### src/rtl/sipo_pkg.sv
// Shared types and constants for the serial-in parallel-out loader.
// Holds the FSM state encoding and the default word width.
package sipo_pkg;

    localparam int SIPO_N = 8;

    typedef enum logic [1:0] {
        IDLE  = 2'd0,
        SHIFT = 2'd1,
        LOAD  = 2'd2
    } state_t;

endpackage

### src/rtl/sipo_loader_bit_counter.sv
// Bit counter for the SIPO loader: counts accepted serial bits.
// tc flags that the next accepted bit completes the word.
module bit_counter #(
    parameter int N = 8
) (
    input  logic CLK,
    input  logic N_RESET,
    input  logic clr,
    input  logic en,
    output logic tc
);

    localparam int CW = $clog2(N + 1);
    localparam logic [CW-1:0] CNT_MAX  = CW'(N);
    localparam logic [CW-1:0] CNT_LAST = CW'(N - 1);

    logic [CW-1:0] cnt_q;
    logic [CW-1:0] cnt_d;

    // Clear wins over enable; the count saturates at N.
    always_comb begin
        cnt_d = cnt_q;
        if (clr) begin
            cnt_d = '0;
        end else if (en && (cnt_q != CNT_MAX)) begin
            cnt_d = cnt_q + CW'(1);
        end
    end

    // Count register.
    always_ff @(posedge CLK or posedge N_RESET) begin
        if (N_RESET) begin
            cnt_q <= '0;
        end else begin
            cnt_q <= cnt_d;
        end
    end

    assign tc = (cnt_q == CNT_LAST);

endmodule

### src/rtl/sipo_loader.sv
// Serial-in parallel-out loader: assembles MSB-first words and
// strobes LOAD so a downstream PIPO register takes whole words only.
module sipo_loader #(
    parameter int N = sipo_pkg::SIPO_N
) (
    input  logic         CLK,
    input  logic         N_RESET,
    input  logic         START,
    input  logic         SER_IN,
    input  logic         SER_VALID,
    input  logic         CLR_ERR,
    output logic [N-1:0] DOUT,
    output logic         LOAD,
    output logic         BUSY,
    output logic         OVERRUN
);

    sipo_pkg::state_t state_q;
    sipo_pkg::state_t state_d;

    logic [N-1:0] shreg_q;
    logic [N-1:0] shreg_d;
    logic [N-1:0] dout_q;
    logic [N-1:0] dout_d;
    logic         load_q;
    logic         load_d;
    logic         busy_q;
    logic         busy_d;
    logic         overrun_q;
    logic         overrun_d;

    logic         cnt_clr;
    logic         cnt_en;
    logic         cnt_tc;
    logic [N-1:0] shift_nxt;

    assign shift_nxt = {shreg_q[N-2:0], SER_IN};

    bit_counter #(
        .N(N)
    ) u_cnt (
        .CLK    (CLK),
        .N_RESET(N_RESET),
        .clr    (cnt_clr),
        .en     (cnt_en),
        .tc     (cnt_tc)
    );

    // Next-state, datapath and sticky-error logic; outputs follow next state.
    always_comb begin
        state_d   = state_q;
        shreg_d   = shreg_q;
        dout_d    = dout_q;
        overrun_d = overrun_q & ~CLR_ERR;
        cnt_clr   = 1'b0;
        cnt_en    = 1'b0;
        unique case (state_q)
            sipo_pkg::IDLE: begin
                if (START) begin
                    state_d = sipo_pkg::SHIFT;
                    shreg_d = '0;
                    cnt_clr = 1'b1;
                end
            end
            sipo_pkg::SHIFT: begin
                if (START) begin
                    shreg_d = '0;
                    cnt_clr = 1'b1;
                end else if (SER_VALID) begin
                    shreg_d = shift_nxt;
                    cnt_en  = 1'b1;
                    if (cnt_tc) begin
                        state_d = sipo_pkg::LOAD;
                        dout_d  = shift_nxt;
                    end
                end
            end
            sipo_pkg::LOAD: begin
                cnt_clr = 1'b1;
                if (SER_VALID) begin
                    overrun_d = 1'b1;
                end
                if (START) begin
                    state_d = sipo_pkg::SHIFT;
                    shreg_d = '0;
                end else begin
                    state_d = sipo_pkg::IDLE;
                end
            end
            default: begin
                state_d = sipo_pkg::IDLE;
            end
        endcase
        load_d = (state_d == sipo_pkg::LOAD);
        busy_d = (state_d == sipo_pkg::SHIFT);
    end

    // FSM state and registered outputs.
    always_ff @(posedge CLK or posedge N_RESET) begin
        if (N_RESET) begin
            state_q   <= sipo_pkg::IDLE;
            shreg_q   <= '0;
            dout_q    <= '0;
            load_q    <= 1'b0;
            busy_q    <= 1'b0;
            overrun_q <= 1'b0;
        end else begin
            state_q   <= state_d;
            shreg_q   <= shreg_d;
            dout_q    <= dout_d;
            load_q    <= load_d;
            busy_q    <= busy_d;
            overrun_q <= overrun_d;
        end
    end

    assign DOUT    = dout_q;
    assign LOAD    = load_q;
    assign BUSY    = busy_q;
    assign OVERRUN = overrun_q;

endmodule

### config.mk
export PLATFORM = sky130hd
export DESIGN_NAME = sipo_loader
export DESIGN_NICKNAME = d
export VERILOG_FILES = /design/src/rtl/sipo_pkg.sv /design/src/rtl/sipo_loader_bit_counter.sv /design/src/rtl/sipo_loader.sv
export SDC_FILE = /design/constraint.sdc
export NUM_CORES = 1
export LEC_CHECK = 0
export BUFFER_PORTS_ARGS = -buffer_cell sky130_fd_sc_hd__buf_2
export CAP_MARGIN = 20
export CORE_MARGIN = 3
export CORE_UTILIZATION = 60
export CTS_BUF_LIST = sky130_fd_sc_hd__clkbuf_4
export CTS_CLUSTER_DIAMETER = 40
export DETAILED_ROUTE_END_ITERATION = 12
export PLACE_DENSITY = 0.84
export SYNTH_ARGS = -nofsm -noshare
export SYNTH_HDL_FRONTEND = slang
export SYNTH_SLANG_ARGS = --single-unit
### constraint.sdc
create_clock -name CLK -period 4.6 [get_ports CLK]
set_input_delay 0.92 -clock CLK [delete_from_list [all_inputs] [get_ports CLK]]
set_output_delay 0.92 -clock CLK [all_outputs]
set_load 0.1 [all_outputs]
==> results of run 1 <==
==> cells in the mapped netlist <==
master,instances
ha_1,2
clkbuf_1,2
o211ai_1,1
nor4_1,1
nand3b_4,1
mux2i_1,1
or4_2,1
and3b_1,1
dfrtp_1,24
nand3b_1,2
o22ai_1,3
a21oi_1,4
mux2_2,8
nor3b_1,1
nor3_1,1
a22o_1,13
inv_1,7
nand3_1,3
nor4_4,1
or4bb_2,1
o31ai_1,1
nand2b_1,2
o21ai_0,4
nand2_1,2
and4bb_2,1
==> registers in the layout (all words and copies together), names as in the netlist <==
signal / cells
u_cnt.cnt_q: 4
shreg_q: 7
OVERRUN: 1
state_q: 2
LOAD: 1
DOUT: 8
BUSY: 1
==> power groups by stage <==
stage | Clock, mW | Combinational [mW] | Sequential, mW
detailed placement | 0 | 0.0180 | 0.219
floorplan | 0 | 0.0115 | 0.218
global placement | 0 | 0.0174 | 0.219
CTS | 0.154 | 0.0180 | 0.215
finish | 0.154 | 0.0178 | 0.215
global route | 0.165 | 0.0206 | 0.215
==> metal layers <==
layer  share of wire  up-vias
met5               0        -
met4           0.018        0
met3           0.057        4
met2            0.45       26
met1            0.47      357
li1                -      369
==> cells by family (layout without fill, tap and decap cells) <==
group | Yosys count | in the layout
fa+ha+maj | 2 | 2
simple gates | 18 | 18
mux | 9 | 9
compound gates | 26 | 26
flops | 24 | 24
buf+inv | 9 | 27
==> metrics by stage <==
step | utilization | power, mW | hold WS, ns | setup WS [ns]
final | 0.779 | 0.387 | 0.517 | 2.53
after global routing | 0.779 | 0.400 | 0.540 | 2.50
after CTS | 0.779 | 0.387 | 0.522 | 2.54
after detailed placement | 0.746 | 0.237 | 0.491 | 2.24
after global placement | 0.746 | 0.236 | 0.486 | 2.29
after floorplan | - | 0.230 | 0.482 | 2.58
==> layout make-up <==
cell class,instances,area share
clock buffers,3,0.0179
well taps,24,0.0239
multi-input cells,55,0.371
repair buffers,16,0.0638
flip-flops and latches,24,0.479
clock inverters,1,0.0239
inverters,7,0.0209
==> path summary, 6_finish.rpt <==
check                            from          to  depth (start not counted)
hold reg to reg               DOUT[5]     DOUT[5]                          1
max in group asynchronous     N_RESET  shreg_q[6]                          2
setup reg to reg           state_q[0]     DOUT[1]                          3
setup / recovery              DOUT[0]     DOUT[0]                          1
min in group asynchronous     N_RESET  state_q[1]                          2
hold / removal                DOUT[5]     DOUT[5]                          1
==> reports/metrics.cfg, run 1 <==
[status]
outcome = completed

[detailed_routing]
ant_nets = 0
drcViolationCount = 0
drtPass1Iterations = 4
wl_microns = 2070
avgRoutedWirePerCell_microns = 15.9
vias_per_cell = 5.82
drt_iter0_drc = 22
vias = 756

[yosys]
synth_top_area_share = 0.546
synth_area_sq_um = 1100
syn_avg_cell_area_sq_um = 12.5
yosysWarnings = 0
synth_area_leaders = dfrtp_1 55%, a22o_1 10%, mux2_2 8.2%
synth_simple_gate_area_frac = 0.139
yosysSeqAreaShare = 0.546
synth_compound_area_frac = 0.171
syn_inst = 88
syn_nets = 96
synth-seq-cells = 24
synth_top_family_by_area = compound AO/OA/AOI/OAI gates
synthDistinctLibCells = 25
synth_fa_ha_area_frac = 0.0228
synth_mux_area_frac = 0.0910
synth_largest_area_cell = dfrtp_1
synth-xor-area-share = 0

[global_routing]
use_met1 = 0.268
grt_max_degree = 25
grtUsageTotal = 0.194
grt_first_pass_wirelength_microns = 3560
gr-usage-met2 = 0.305
top_usage_layer = met2
grt_antenna_before_repair = 0
grt_pass1_vias = 763
grt_overflow = 0
met3_usage = 0.0245

[clock_network]
clock_latency_ns = 0.32
cts-root-buf = clkbuf_4
cts_htree_levels = 1
clock-sinks = 24
holdBufCountCts = 0
cts_inserted_buffers = 3
cts_tree = yes
path_clk_slew_ns = 0.14
post-cts-setup-buffers = 0
cts-resized-gates = 0
clockBufferDepth = 2

[timing]
layout_min_cycle_time_ns = 2.07
finalMaxSlewViolations = 0
tightest_slew_ns = 0.871
max-slew-margin-rel = 0.419
setup-tns-final_ns = 0
rsz0062_at_grt = false
fmax_mhz = 484
clock-skew-final_ns = 0.0101
setup_viol = 0
fin_crit_sh = 0.450
hold_viol = 0

[cells_and_area]
antennaDiodeCount = 0
fin_area_sq_um = 1250
final_nets = 115
layout_commonest_cell = dfrtp_1
multi_input_area_sq_um = 465
drive_gt1_frac = 0.311
fin_cells = 130
final_cell_mix = 24 x dfrtp_1, 16 x buf_2, 13 x a22o_1
syn_to_final_growth_pct = 14.1
seq_area_sq_um = 601
n_fill_cell = 112

[critical_path]
critPathTopFamily = buffers and inverters
max_stage_delay_ns = 0.43
worstPathCellList = buf_2
cp.arrival_ns = 1.15
critPathBufInv = 1
r2r_slack_ns = 2.64
crit_required_ns = 3.68
cp_slowest_cell = buf_2
path_class = reg -> out
cp-end-kind = output pin
worstSetupStartpointType = flop
cp_max_fo = 2

[place]
placed_cells = 126
hpwl_microns = 1390
port_buffers = 16
gp_congestion = 0.782
dpl_cell_area_sq_um = 1200

[power]
p_per_area_nw_per_um2 = 308
switching_share = 0.206
p_seq_frac = 0.555
p_int_mw = 0.307
vdd_drop_max_uv = 172
p_leak_nw = 0.627
clkPwrFrac = 0.399
comb_power_share = 0.046
p_sw_mw = 0.0798

[floorplan]
die_h_microns = 48.8
fp-row-count = 14
ios = 17
chipWidth_microns = 48.8
start_util = 0.682
coreArea_sq_um = 1610
fp.dieArea_sq_um = 2380

[job]
drv_cap = 0

[min_path]
hp-class = reg -> reg

(Power assumes the default switching activity.)
==> run 2, diff against run 1 <==
--- a/config.mk
+++ b/config.mk
@@ -8,11 +8,11 @@
 export BUFFER_PORTS_ARGS = -buffer_cell sky130_fd_sc_hd__buf_2
 export CAP_MARGIN = 20
 export CORE_MARGIN = 3
-export CORE_UTILIZATION = 60
+export CORE_UTILIZATION = 57
 export CTS_BUF_LIST = sky130_fd_sc_hd__clkbuf_4
 export CTS_CLUSTER_DIAMETER = 40
 export DETAILED_ROUTE_END_ITERATION = 12
-export PLACE_DENSITY = 0.84
+export PLACE_DENSITY = 0.8
 export SYNTH_ARGS = -nofsm -noshare
 export SYNTH_HDL_FRONTEND = slang
 export SYNTH_SLANG_ARGS = --single-unit
==> constraint.sdc (replaced) <==
create_clock -name CLK -period 2 [get_ports CLK]
set_input_delay 0.4 -clock CLK [delete_from_list [all_inputs] [get_ports CLK]]
set_output_delay 0.4 -clock CLK [all_outputs]
set_load 0.1 [all_outputs]
==> run 2 against run 1 <==
Against the previous run: setup slack worse by 2.3 ns; routed wire length is 7.0% lower; register-to-register slack worse by 2.4 ns; clock skew is 0.0096 ns lower; sequential power is 130% higher; via count is 4.9% higher; utilization is 7.4 points lower; design area hardly changed; flip-flop and latch count stayed put; total power is 89% higher.
==> reports/metrics.cfg, run 2 (synthesis results as in run 1) <==
[status]
outcome = completed

[power]
p_total_mw = 0.731
p_seq_frac = 0.676
p_int_mw = 0.576
switching_share = 0.212
comb_power_share = 0.061
p_sw_mw = 0.155
vdd_drop_max_uv = 591
p_leak_nw = 0.633
clkPwrFrac = 0.264
p_per_area_nw_per_um2 = 582

[critical_path]
cp_max_fo = 15
critPathBufInv = 0
cp_slowest_cell = or4_2
worstSetupStartpointType = flop
crit_required_ns = 2.23
reg2reg_to = u_cnt.cnt_q[3]
max_stage_delay_ns = 0.64
worstPathCellList = nand2b_1 -> or4_2 -> a21oi_1
startpoint = state_q[1]
crit_end = u_cnt.cnt_q[3]
critPathTopFamily = simple AND/OR/NAND/NOR gates
cp-end-kind = flop
path_class = reg -> reg
rr_startpoint = state_q[1]
cp.arrival_ns = 1.98
r2r_slack_ns = 0.25
cp_num_cells = 3
ff2ff_path_depth = 3

[min_path]
hp-class = in -> async

[clock_network]
holdBufCountCts = 0
cts-root-buf = clkbuf_4
clock-sinks = 24
cts_htree_levels = 1
clockBufferDepth = 2
cts-resized-gates = 0
clock_latency_ns = 0.30
path_clk_slew_ns = 0.11
cts_inserted_buffers = 3
cts_tree = yes
post-cts-setup-buffers = 0

[timing]
fmax_mhz = 571
tightest_slew_ns = 0.511
setup-tns-final_ns = 0
rsz0062_at_grt = false
fin_crit_sh = 0.876
finalMaxSlewViolations = 0
setup_viol = 0
hold_viol = 0
max-slew-margin-rel = 0.659
clock-skew-final_ns = 0.000452
layout_min_cycle_time_ns = 1.75

[floorplan]
ios = 17
fp-row-count = 15
chipWidth_microns = 49.9
coreArea_sq_um = 1780
start_util = 0.617
fp.dieArea_sq_um = 2490
die_h_microns = 49.9

[place]
dpl_cell_area_sq_um = 1230
gp_congestion = 0.802
port_buffers = 16
hpwl_microns = 1390
placed_cells = 131

[global_routing]
grt_antenna_before_repair = 0
grt_first_pass_wirelength_microns = 3280
grtUsageTotal = 0.171
grt_overflow = 0
grt_max_degree = 25
grt_pass1_vias = 756

[cells_and_area]
fin_area_sq_um = 1260
syn_to_final_growth_pct = 14.2
drive_gt1_frac = 0.330
final_util = 0.705
antennaDiodeCount = 0
final_nets = 119
final_cell_mix = 24 x dfrtp_1, 16 x buf_2, 13 x a22o_1
layout_commonest_cell = dfrtp_1
largest_reg_flops = 8
fin_cells = 134

[detailed_routing]
vias_per_cell = 5.92
ant_nets = 0
wl_microns = 1930
vias = 793
drt_iter0_drc = 14
drtPass1Iterations = 4
avgRoutedWirePerCell_microns = 14.4
drcViolationCount = 0

[job]
drv_cap = 0

## run 2: cell count changes in the layout (fill, tap and decap cells not counted)
cell / change
buf_4: +4
bufinv_16: -1
## run 2: cell type report
| class | instances | area, sq um |
|---|---|---|
| Clock buffer | 3 | 22.5 |
| Inverter | 7 | 26.3 |
| Timing Repair Buffer | 20 | 110 |
| Fill cell | 134 | 527 |
| Sequential cell | 24 | 601 |
| Tap cell | 25 | 31.3 |
| Multi-Input combinational cell | 55 | 465 |
## run 2: worst min path at each step
stage            start        endpoint  slack (ns)
2_1_floorplan  N_RESET            BUSY        0.41
3_3_place_gp   N_RESET            LOAD        0.45
3_5_place_dp   N_RESET            LOAD        0.46
5_1_grt        N_RESET  u_cnt.cnt_q[2]        0.13
6_report       N_RESET  u_cnt.cnt_q[3]        0.11
4_1_cts        N_RESET  u_cnt.cnt_q[0]        0.12
## run 2: through the flow
| step | hold slack [ns] | worst slack (ns) |
|---|---|---|
| after global routing | 0.135 | 0.169 |
| after global placement | 0.449 | 0.362 |
| after floorplan | 0.415 | 0.438 |
| after CTS | 0.119 | 0.279 |
| after detailed placement | 0.459 | 0.293 |
| final | 0.114 | 0.248 |
## run 2: worst register-to-register path, cell delays in order, from the launching register on
cell      delay (ns)
dfrtp_1         0.55
nand2b_1        0.33
or4_2           0.64
a21oi_1         0.16
## run 2: layer usage
layer / vias up / routed length (microns) / track usage / share of wire
li1: 375 / - / - / -
met1: 393 / 904 / 0.224 / 0.47
met2: 23 / 905 / 0.275 / 0.47
met3: 2 / 108 / 0.0695 / 0.056
met4: 0 / 9 / 0.0138 / 0.0047
met5: - / 0 / 0 / 0
## run 2: power groups by stage
stage	sequential (mW)	clock, mW	combinational [mW]
3_3_place_gp	0.503	0	0.0427
4_1_cts	0.494	0.202	0.0452
3_5_place_dp	0.503	0	0.0452
2_1_floorplan	0.502	0	0.0265
6_report	0.494	0.193	0.0445
5_1_grt	0.495	0.216	0.0504
